==> config.mk <==
export PLATFORM = sky130hd
export DESIGN_NAME = move_controller_flat
export DESIGN_NICKNAME = d
export VERILOG_FILES = /design/src/rtl/gobang_pkg.sv /design/src/rtl/move_controller_if.sv /design/src/rtl/cursor_axis.sv /design/src/rtl/move_controller.sv /design/src/flat_wrapper.sv
export SDC_FILE = /design/constraint.sdc
export NUM_CORES = 1
export LEC_CHECK = 0
export ABC_AREA = 1
export BUFFER_PORTS_ARGS = -buffer_cell sky130_fd_sc_hd__buf_2
export CAP_MARGIN = 20
export CORE_AREA = 2 2 276 278
export CTS_CLUSTER_DIAMETER = 200
export CTS_CLUSTER_SIZE = 20
export DETAILED_ROUTE_END_ITERATION = 10
export DIE_AREA = 0 0 278 280
export GPL_ROUTABILITY_DRIVEN = 0
export GPL_TIMING_DRIVEN = 0
export MAX_ROUTING_LAYER = met4
export PLACE_DENSITY_LB_ADDON = 0.2
export SKIP_CTS_REPAIR_TIMING = 1
export SLEW_MARGIN = 10
export SYNTH_ARGS = -nofsm -noshare
export SYNTH_HDL_FRONTEND = slang
export SYNTH_SLANG_ARGS = --single-unit
==> constraint.sdc <==
create_clock -name clock -period 7.95 [get_ports clock]
set_input_delay 1.1925 -clock clock [delete_from_list [all_inputs] [get_ports clock]]
set_output_delay 1.1925 -clock clock [all_outputs]
set_load 0.1 [all_outputs]
==> src/rtl/gobang_pkg.sv <==
// Shared definitions for the gobang move controller: point encoding,
// controller FSM states and the default board edge length.
package gobang_pkg;

    localparam int DEFAULT_N = 15;

    // Two-bit state of one board point.
    localparam logic [1:0] CELL_EMPTY = 2'b00;
    localparam logic [1:0] CELL_WHITE = 2'b01;
    localparam logic [1:0] CELL_BLACK = 2'b10;

    typedef enum logic [1:0] {
        IDLE,
        CHECK,
        WRITE,
        COMMIT
    } move_state_t;

    // Stone colour of the player to move: turn 0 is black, turn 1 is white.
    function automatic logic [1:0] stone_of(input logic turn);
        return turn ? CELL_WHITE : CELL_BLACK;
    endfunction

endpackage

==> src/rtl/move_controller_if.sv <==
// Player/board-side signal bundle of the move controller. The master side
// issues cursor steps and place requests and presents the board; the slave
// side is the controller itself.
interface move_controller_if import gobang_pkg::*; #(
    parameter int N  = DEFAULT_N,
    parameter int CW = 4
);
    logic                 move_up;
    logic                 move_down;
    logic                 move_left;
    logic                 move_right;
    logic                 place;
    logic                 game_over;
    logic [2*N*N-1:0]     board_q;

    logic [CW-1:0]        cursor_x;
    logic [CW-1:0]        cursor_y;
    logic                 turn;
    logic [1:0]           point_d;
    logic [N*N-1:0]       point_we;
    logic [8:0]           move_count;
    logic                 board_full;
    logic                 placed;
    logic                 reject;

    modport master (
        output move_up, move_down, move_left, move_right, place, game_over, board_q,
        input  cursor_x, cursor_y, turn, point_d, point_we, move_count,
               board_full, placed, reject
    );

    modport slave (
        input  move_up, move_down, move_left, move_right, place, game_over, board_q,
        output cursor_x, cursor_y, turn, point_d, point_we, move_count,
               board_full, placed, reject
    );
endinterface

==> src/rtl/cursor_axis.sv <==
// One cursor coordinate: a modulo-N up/down counter. Simultaneous inc and
// dec cancel; the counter only moves while en is high.
module cursor_axis #(
    parameter int N  = 15,
    parameter int CW = 4
) (
    input  logic          clock,
    input  logic          reset,
    input  logic          en,
    input  logic          inc,
    input  logic          dec,
    output logic [CW-1:0] pos
);
    localparam logic [CW-1:0] MAX = CW'(N - 1);
    localparam logic [CW-1:0] MID = CW'(N / 2);
    localparam logic [CW-1:0] ONE = CW'(1);

    // Step the coordinate with wrap-around at both ends of the board.
    always_ff @(posedge clock or posedge reset) begin
        // NOTE: sequential state uses non-blocking assignments so every
        // register samples pre-edge values regardless of block ordering.
        if (reset) begin
            pos <= MID;
        end else if (en && (inc ^ dec)) begin
            if (inc) begin
                pos <= (pos == MAX) ? '0 : pos + ONE;
            end else begin
                pos <= (pos == '0) ? MAX : pos - ONE;
            end
        end
    end
endmodule

==> src/rtl/move_controller.sv <==
// Turn and placement controller. Owns the cursor and whose turn it is,
// checks the target point of a place request against the board and issues
// a one-cycle write of the current stone when the point is empty.
module move_controller import gobang_pkg::*; #(
    parameter int N  = DEFAULT_N,
    parameter int CW = 4
) (
    input logic               clock,
    input logic               reset,
    move_controller_if.slave  bus
);
    localparam int         NP         = N * N;
    localparam int         IW         = (NP > 1) ? $clog2(NP) : 1;
    localparam logic [8:0] FULL_COUNT = 9'(NP);

    move_state_t    state;
    move_state_t    next_state;

    logic [CW-1:0]  cur_x;
    logic [CW-1:0]  cur_y;
    logic [IW-1:0]  cur_idx;
    logic [IW-1:0]  idx_q;
    logic           colour_q;
    logic [1:0]     target_cell;

    logic           accept;
    logic           refuse;
    logic           step_en;

    // Registered outputs and their next values.
    logic           turn_q,   turn_nxt;
    logic [8:0]     count_q,  count_nxt;
    logic           full_q,   full_nxt;
    logic           placed_q, placed_nxt;
    logic           reject_q, reject_nxt;
    logic [1:0]     d_q,      d_nxt;
    logic [NP-1:0]  we_q,     we_nxt;

    assign cur_idx     = IW'(int'(cur_y) * N + int'(cur_x));
    assign target_cell = bus.board_q[{idx_q, 1'b0} +: 2];

    // A request in IDLE is either taken or refused immediately; requests
    // arriving while a move is in flight are ignored.
    assign accept  = (state == IDLE) && bus.place && !bus.game_over && !full_q;
    assign refuse  = (state == IDLE) && bus.place && (bus.game_over || full_q);
    assign step_en = (state == IDLE) && !accept;

    cursor_axis #(.N(N), .CW(CW)) u_axis_x (
        .clock (clock),
        .reset (reset),
        .en    (step_en),
        .inc   (bus.move_right),
        .dec   (bus.move_left),
        .pos   (cur_x)
    );

    cursor_axis #(.N(N), .CW(CW)) u_axis_y (
        .clock (clock),
        .reset (reset),
        .en    (step_en),
        .inc   (bus.move_down),
        .dec   (bus.move_up),
        .pos   (cur_y)
    );

    // FSM state register.
    always_ff @(posedge clock or posedge reset) begin
        if (reset) begin
            state <= IDLE;
        end else begin
            state <= next_state;
        end
    end

    // FSM next-state logic.
    always_comb begin
        // NOTE: every combinational output gets a default first so no path
        // through the block leaves it unassigned and infers a latch.
        next_state = state;
        case (state)
            IDLE:    if (accept) next_state = CHECK;
            CHECK:   next_state = (target_cell == CELL_EMPTY) ? WRITE : IDLE;
            WRITE:   next_state = COMMIT;
            COMMIT:  next_state = IDLE;
            default: next_state = IDLE;
        endcase
    end

    // Capture the target point and the mover's colour when a request is taken.
    always_ff @(posedge clock or posedge reset) begin
        if (reset) begin
            idx_q    <= '0;
            colour_q <= 1'b0;
        end else if (accept) begin
            idx_q    <= cur_idx;
            colour_q <= turn_q;
        end
    end

    // Output values for the coming cycle, decoded from the state being entered
    // so that every output comes straight from a flop.
    always_comb begin
        turn_nxt   = turn_q;
        count_nxt  = count_q;
        placed_nxt = 1'b0;
        reject_nxt = 1'b0;
        we_nxt     = '0;
        if (refuse) begin
            reject_nxt = 1'b1;
        end
        if ((state == CHECK) && (target_cell != CELL_EMPTY)) begin
            reject_nxt = 1'b1;
        end
        if (next_state == WRITE) begin
            we_nxt[idx_q] = 1'b1;
        end
        if (next_state == COMMIT) begin
            turn_nxt   = ~turn_q;
            count_nxt  = count_q + 9'd1;
            placed_nxt = 1'b1;
        end
        d_nxt    = (next_state == WRITE) ? stone_of(colour_q) : stone_of(turn_nxt);
        full_nxt = (count_nxt == FULL_COUNT);
    end

    // Output registers; reset drops the write enable at once, aborting a move.
    always_ff @(posedge clock or posedge reset) begin
        if (reset) begin
            turn_q   <= 1'b0;
            count_q  <= '0;
            full_q   <= 1'b0;
            placed_q <= 1'b0;
            reject_q <= 1'b0;
            d_q      <= CELL_BLACK;
            we_q     <= '0;
        end else begin
            turn_q   <= turn_nxt;
            count_q  <= count_nxt;
            full_q   <= full_nxt;
            placed_q <= placed_nxt;
            reject_q <= reject_nxt;
            d_q      <= d_nxt;
            we_q     <= we_nxt;
        end
    end

    assign bus.cursor_x   = cur_x;
    assign bus.cursor_y   = cur_y;
    assign bus.turn       = turn_q;
    assign bus.point_d    = d_q;
    assign bus.point_we   = we_q;
    assign bus.move_count = count_q;
    assign bus.board_full = full_q;
    assign bus.placed     = placed_q;
    assign bus.reject     = reject_q;
endmodule
==> src/flat_wrapper.sv <==
// flat-port wrapper written by rule: the top's interface ports become plain ports
module move_controller_flat import gobang_pkg::*;
#(
    parameter int N  = DEFAULT_N,
    parameter int CW = 4
)
  (clock, reset, bus_move_up, bus_move_down, bus_move_left, bus_move_right, bus_place, bus_game_over, bus_board_q, bus_cursor_x, bus_cursor_y, bus_turn, bus_point_d, bus_point_we, bus_move_count, bus_board_full, bus_placed, bus_reject);
  move_controller_if #(.N(N), .CW(CW)) bus_i ();
  input logic clock;
  input logic reset;
  input wire logic [$bits(bus_i.move_up)-1:0] bus_move_up;
  input wire logic [$bits(bus_i.move_down)-1:0] bus_move_down;
  input wire logic [$bits(bus_i.move_left)-1:0] bus_move_left;
  input wire logic [$bits(bus_i.move_right)-1:0] bus_move_right;
  input wire logic [$bits(bus_i.place)-1:0] bus_place;
  input wire logic [$bits(bus_i.game_over)-1:0] bus_game_over;
  input wire logic [$bits(bus_i.board_q)-1:0] bus_board_q;
  output wire logic [$bits(bus_i.cursor_x)-1:0] bus_cursor_x;
  output wire logic [$bits(bus_i.cursor_y)-1:0] bus_cursor_y;
  output wire logic [$bits(bus_i.turn)-1:0] bus_turn;
  output wire logic [$bits(bus_i.point_d)-1:0] bus_point_d;
  output wire logic [$bits(bus_i.point_we)-1:0] bus_point_we;
  output wire logic [$bits(bus_i.move_count)-1:0] bus_move_count;
  output wire logic [$bits(bus_i.board_full)-1:0] bus_board_full;
  output wire logic [$bits(bus_i.placed)-1:0] bus_placed;
  output wire logic [$bits(bus_i.reject)-1:0] bus_reject;
  assign bus_i.move_up = bus_move_up;
  assign bus_i.move_down = bus_move_down;
  assign bus_i.move_left = bus_move_left;
  assign bus_i.move_right = bus_move_right;
  assign bus_i.place = bus_place;
  assign bus_i.game_over = bus_game_over;
  assign bus_i.board_q = bus_board_q;
  assign bus_cursor_x = bus_i.cursor_x;
  assign bus_cursor_y = bus_i.cursor_y;
  assign bus_turn = bus_i.turn;
  assign bus_point_d = bus_i.point_d;
  assign bus_point_we = bus_i.point_we;
  assign bus_move_count = bus_i.move_count;
  assign bus_board_full = bus_i.board_full;
  assign bus_placed = bus_i.placed;
  assign bus_reject = bus_i.reject;
  move_controller #(.N(N), .CW(CW)) u_core (.clock(clock), .reset(reset), .bus(bus_i));
endmodule
# Yosys cells after proc, flatten, opt, wreduce, memory -nomap -nowiden

Index checks and enable logic that the tools add are counted.

Register bits after elaboration: 259

Add/subtract/negate cells: 6
$mul: 1
Order comparisons: 2
Equality and inequality tests: 8
Shift operators: 1
Multiplexer cells: 20
Bitwise operators: 3
Reductions and logical operators: 18

Operators by type and width:

| kind                                                                                 | count |
|---|---|
| 450-bit by 10-bit indexed part select with 2-bit output                              | 1 |
| 225-bit two-way mux                                                                  | 1 |
| 4-bit two-way mux                                                                    | 6 |
| 2-bit two-way mux                                                                    | 5 |
| 9-bit by 1-bit adder with 9-bit output (second input constant)                       | 1 |
| 9-bit by 8-bit == test with 1-bit output (second input constant)                     | 1 |
| 1-bit logical AND                                                                    | 9 |
| 8-bit by 9-bit < comparator with 1-bit output (second input constant)                | 1 |
| 9-bit two-way mux                                                                    | 1 |
| 4-bit by 1-bit adder with 4-bit output (second input constant)                       | 2 |
| 8-bit by 5-bit adder with 8-bit output                                               | 1 |
| 1-bit demux with 8-bit select                                                        | 1 |
| 2-bit == test (second input constant)                                                | 4 |
| 4-bit == test (second input constant)                                                | 2 |
| 8-bit by 1-bit greater-or-equal comparator with 1-bit output (second input constant) | 1 |
| 4-bit zero test                                                                      | 2 |
| 4-bit by 4-bit multiplier with 8-bit output (second input constant)                  | 1 |
| 2-bit one-hot mux with 4 select lines                                                | 1 |
| 4-bit by 1-bit subtractor with 4-bit output (second input constant)                  | 2 |
| 1-bit two-way mux                                                                    | 5 |
| 2-bit zero test                                                                      | 2 |
| 1-bit zero test                                                                      | 3 |
| 2-bit by 1-bit == test with 1-bit output (second input constant)                     | 1 |
| 2-bit nonzero test                                                                   | 1 |
| other kinds (3)                                                                      | 4 |

# Logic depth before layout (Yosys ltp)

Depth in word-level cells: 10
Gate-level depth with buffers: 20

# By module

A second synthesis with hierarchy kept.

Cell total of the unflattened synthesis: 1992
Area, all modules: 14293.7 µm²

By module, submodules not included:

| module          | times used | cells each | area each (µm²) | seq. area each (µm²) |
|---|---|---|---|---|
| move_controller | 1          | 1888       | 13460.4         | 6282.3 |
| cursor_axis     | 2          | 52         | 416.6           | 103.8 |

# Worst setup path after synthesis

OpenSTA, ideal clock, no wires.

Path kind: reg-to-reg
Start point: reg u_core.u_axis_y.pos[2]
End point: reg u_core.idx_q[7]
Library setup time: 0.130 ns
Arrival: 3.887 ns
Required time: 7.820 ns
Slack: 3.933 ns
Stages on the path, launching flop included: 14
Buffers on the path: 0
Cell sequence: dfstp_2 -> fa_1 -> inv_1 -> fa_1 -> fa_1 -> inv_1 -> ha_1 -> a21o_1 -> a21oi_1 -> nor2_1 -> or2_2 -> a21oi_1 -> xor2_1 -> o21ai_0

Cells in the longest elaborated chain, start to end: 2

Ends and longest elaborated chain:

| item                                        | line                  | text |
|---|---|---|
| from (decl)                                 | cursor_axis.sv:12     | `output logic [CW-1:0] pos` |
| from (signal assigned)                      | cursor_axis.sv:26     | `pos <= (pos == MAX) ? '0 : pos + ONE;` |
| from (signal assigned)                      | cursor_axis.sv:28     | `pos <= (pos == '0) ? MAX : pos - ONE;` |
| 4-bit by 4-bit multiplier with 8-bit output | move_controller.sv:39 | `assign cur_idx = IW'(int'(cur_y) * N + int'(cur_x));` |
| 8-bit by 5-bit adder with 8-bit output      | move_controller.sv:39 |  |
| to (signal assigned)                        | move_controller.sv:95 | `idx_q <= cur_idx;` |
| to (decl)                                   | move_controller.sv:22 | `logic [IW-1:0] idx_q;` |

Every way passes these cells.
A chain may end at the register's enable or synchronous reset.

# Final worst setup path

Start point: reg u_core.idx_q[0]
End point: reg u_core.we_q[104] (netlist: u_core.bus.point_we[104])

Cells in the longest elaborated chain, start to end: 6

Ends and longest elaborated chain:

| item                                                    | line                   | text |
|---|---|---|
| 450-bit by 10-bit indexed part select with 2-bit output | move_controller.sv:40  | `assign target_cell = bus.board_q[{idx_q, 1'b0} +: 2];` |
| 2-bit zero test                                         | move_controller.sv:82  | `CHECK: next_state = (target_cell == CELL_EMPTY) ? WRITE : IDLE;` |
| 2-bit two-way mux                                       | move_controller.sv:82  |  |
| 2-bit one-hot mux with 4 select lines                   | move_controller.sv:80  | `case (state)` |
| 2-bit == test                                           | move_controller.sv:114 | `if (next_state == WRITE) begin` |
| 225-bit two-way mux *                                   | move_controller.sv:114 |  |
| via u_core.we_nxt[104]                                  | move_controller.sv:37  | `logic [NP-1:0] we_q, we_nxt;` |
| to (signal assigned)                                    | move_controller.sv:143 | `we_q <= we_nxt;` |
| to (decl)                                               | move_controller.sv:37  |  |

Mark *: on every way through the listed nets, which the timed path passes. The rest lies on a longest branch.

==> flow_summary.ini <==
[setup_path]
cp.required_ns = 8.39
path_common_cell = nand2_1
ff2ff_path_depth = 17
crit_buf_inv = 5
worstReg2RegEnd = u_core.bus.point_we[104]
crit_path_end = u_core.bus.point_we[104]
path_class = register to register
cp_cell_sequence = inv_2 > buf_2 > clkbuf_1 > nand2_1 > a21oi_1 > o21ai_0 > nand2_1 > nor2_1 > nand3_1 > nand2_1 > nand2_1 > inv_1 > nand2_1 > nor2_2 > nand4_1 > buf_2 > nor2_1
cp-start-kind = register
cpLargestDelayFamily = simple AND/OR/NAND/NOR gates
crit_path_start = u_core.idx_q[0]
cp_max_fo = 10
path_depth = 17
r2r-start = u_core.idx_q[0]
worst_setup_path_end_kind = register
cpMaxStageDelayCell = nand4_1
crit_arrival_ns = 4.86
cpPeakStageDelay_ns = 0.60
rrSetupSlack_ns = 3.53

[cts]
clk_pin_slew_ns = 0.10
cts_tree = built
cts_buffers = 17
cts_max_path_buffers = 3
htreeDepth = 1
clock_latency_ns = 0.52
numClockSinks = 259
cts_root_buf = clkbuf_16

[synthesis]
synthTopCellsByArea = dfrtp_1 46%, nand2_1 26%, nor2_1 9.0%
yosysSeqAreaShare_pct = 47.46
synthFlopType = dfrtp_1
synthDominantCellAreaShare_pct = 46.11
syn_area_um2 = 13680
synthCells = 1926
async_flop_share_pct = 100.0
syn_nets = 2421
ys_warn_count = 0
synth_top_area_cell = dfrtp_1
ys_seq_elements = 259
avgSynthCellArea_um2 = 7.101
synth_edf_count = 0
synth.distinct_cells = 33

[detailed_routing]
via_count = 15110
drt_iter0_markers = 935
drt-wirelength-per-cell_um = 20.62
dr.pass1.iters = 5
ant_nets = 0
viasPerCell = 4.130
drc = 0
wl_mm = 75.47

[sta]
period_minus_slack_ns = 4.421
slew_headroom_pct = 27.79
tns_ns = 0
drv_slew = 0
tightest_slew_ns = 1.083
period_share_pct = 55.61
rsz0062_at_grt = false
final_hold_viol_count = 0
setup_viol = 0
fin_worst_skew_ns = 0.02070
fmax_mhz = 226.2

[final_layout]
fillers = 8613
area_growth_pct = 40.05
layout_commonest_cell = nand2_1
fin_nets = 3154
layout-drive-gt1-share_pct = 29.85
final_cell_mix = 952 x nand2_1, 741 x buf_2, 329 x nor2_1
fin_util_pct = 25.47

[floorplan]
row_count = 101
chipWidth_um = 278
die_height_um = 280
initial_utilization_pct = 18.19
io-pin-count = 706
dieArea_um2 = 77840
coreArea_um2 = 75190

[hold_path]
hold_path_class = register to register

[pwr]
leakagePower_nw = 11.01
ir_worst_vdd_mv = 0.1500
power_density_nw_per_um2 = 343.3

[global_route]
antenna_found_initial = 18
grt_pass1_wl_mm = 107.0
track_usage_pct = 19.47
first_global_vias = 15570
overflow = 0
grt_start_max_net_pins = 37

[place]
portBuffers = 705
dp_hpwl_mm = 62.21

[status]
status = complete, no violations

[job]
cap_violations = 0
[worst min path at each step]
stage	start	endpoint	slack (ns)	depth (start not counted)
6_report	u_core.bus.move_count[8]	u_core.bus.move_count[8]	0.50	1
5_1_grt	u_core.bus.move_count[8]	u_core.bus.move_count[8]	0.54	1
4_1_cts	u_core.bus.move_count[8]	u_core.bus.move_count[8]	0.50	1
3_5_place_dp	u_core.bus.move_count[8]	u_core.bus.move_count[8]	0.49	1
3_3_place_gp	u_core.bus.move_count[8]	u_core.bus.move_count[8]	0.49	1
2_1_floorplan	u_core.colour_q	u_core.bus.point_d[1]	0.49	3
[report_power, final]
part	total, W	internal, W	switching [W]
clock network	0.000926	0.000440	0.000486
logic	0.00414	0.00108	0.00305
registers	0.00151	0.00141	0.000100
[flip-flops by register name (all words and copies together) (netlist names)]
name and cells:
u_core.bus.move_count 9, u_core.colour_q 1, u_core.bus.point_we 225, u_core.bus.placed 1, u_core.u_axis_y.pos 4, u_core.bus.turn 1
u_core.bus.board_full 1, u_core.state 2, u_core.u_axis_x.pos 4, u_core.idx_q 8, u_core.bus.reject 1, u_core.bus.point_d 2
[through the flow]
step | power (W) | std cells | setup slack, ns | instance area [µm²] | hold WS, ns
after floorplan | 0.004151 | 1926 | 3.350 | 13680 | 0.4912
after global placement | 0.005729 | 3609 | 1.357 | 18430 | 0.4886
after detailed placement | 0.005743 | 3618 | 3.331 | 18610 | 0.4879
after CTS | 0.006698 | 3645 | 3.287 | 19120 | 0.5040
after global routing | 0.007171 | 3656 | 2.973 | 19140 | 0.5445
final | 0.006575 | 3659 | 3.529 | 19150 | 0.5035
[cell families (layout without fill, tap and decap cells)]
kind of cell             after synthesis  in the layout  share of synthesized area (%)
AO/OA/AOI/OAI                         83             83                          3.193
XOR/XNOR                              19             19                          1.217
adder cells (fa/ha/maj)               37             37                          3.769
buffers and inverters                155            896                          4.858
flip-flops                           259            259                          47.46
other                                  0             14                              0
AND/OR/NAND/NOR                     1373           1373                          39.51
[routing by layer]
layer	track usage, %	wire, µm	vias up
met5	-	0	-
met1	24.66	33780	7061
li1	-	-	7368
met2	32.33	35490	600
met3	3.731	4707	83
met4	4.033	1483	0
[cell usage after synthesis (3+ instances only)]
library cell / n
nor2_1: 329
buf_1: 14
a21oi_1: 26
nor3_1: 3
dfrtp_1: 252
dfstp_2: 7
buf_2: 36
o22ai_1: 3
fa_1: 7
nand4_1: 23
ha_1: 30
nand2_1: 952
xnor2_1: 5
buf_6: 4
o21ai_0: 43
nand3_1: 54
nand4_4: 6
xor2_1: 14
inv_1: 43
clkbuf_1: 52
o21ai_1: 3
[cell type report]
class / count / area (µm²) / area share, %
antenna: 14 / 35.03 / 0.1829
buffer: 108 / 488.0 / 2.548
clock buffer: 24 / 451.7 / 2.358
clock inverter: 3 / 58.81 / 0.3070
inverter: 47 / 180.2 / 0.9407
multi-input combinational: 1512 / 6521 / 34.05
sequential: 259 / 6490 / 33.89
tap: 978 / 1224 / 6.389
timing repair buffer: 714 / 3704 / 19.34
[worst reg2reg max path: stages (launching register included)]
cell and delay, ns:
dfrtp_1 0.41, inv_2 0.12, buf_2 0.30, clkbuf_1 0.50, nand2_1 0.18, a21oi_1 0.07, o21ai_0 0.49, nand2_1 0.10
nor2_1 0.25, nand3_1 0.18, nand2_1 0.09, nand2_1 0.05, inv_1 0.05, nand2_1 0.05, nor2_2 0.33, nand4_1 0.61
buf_2 0.44, nor2_1 0.14
Note: power is estimated with default switching activity, not from simulation.
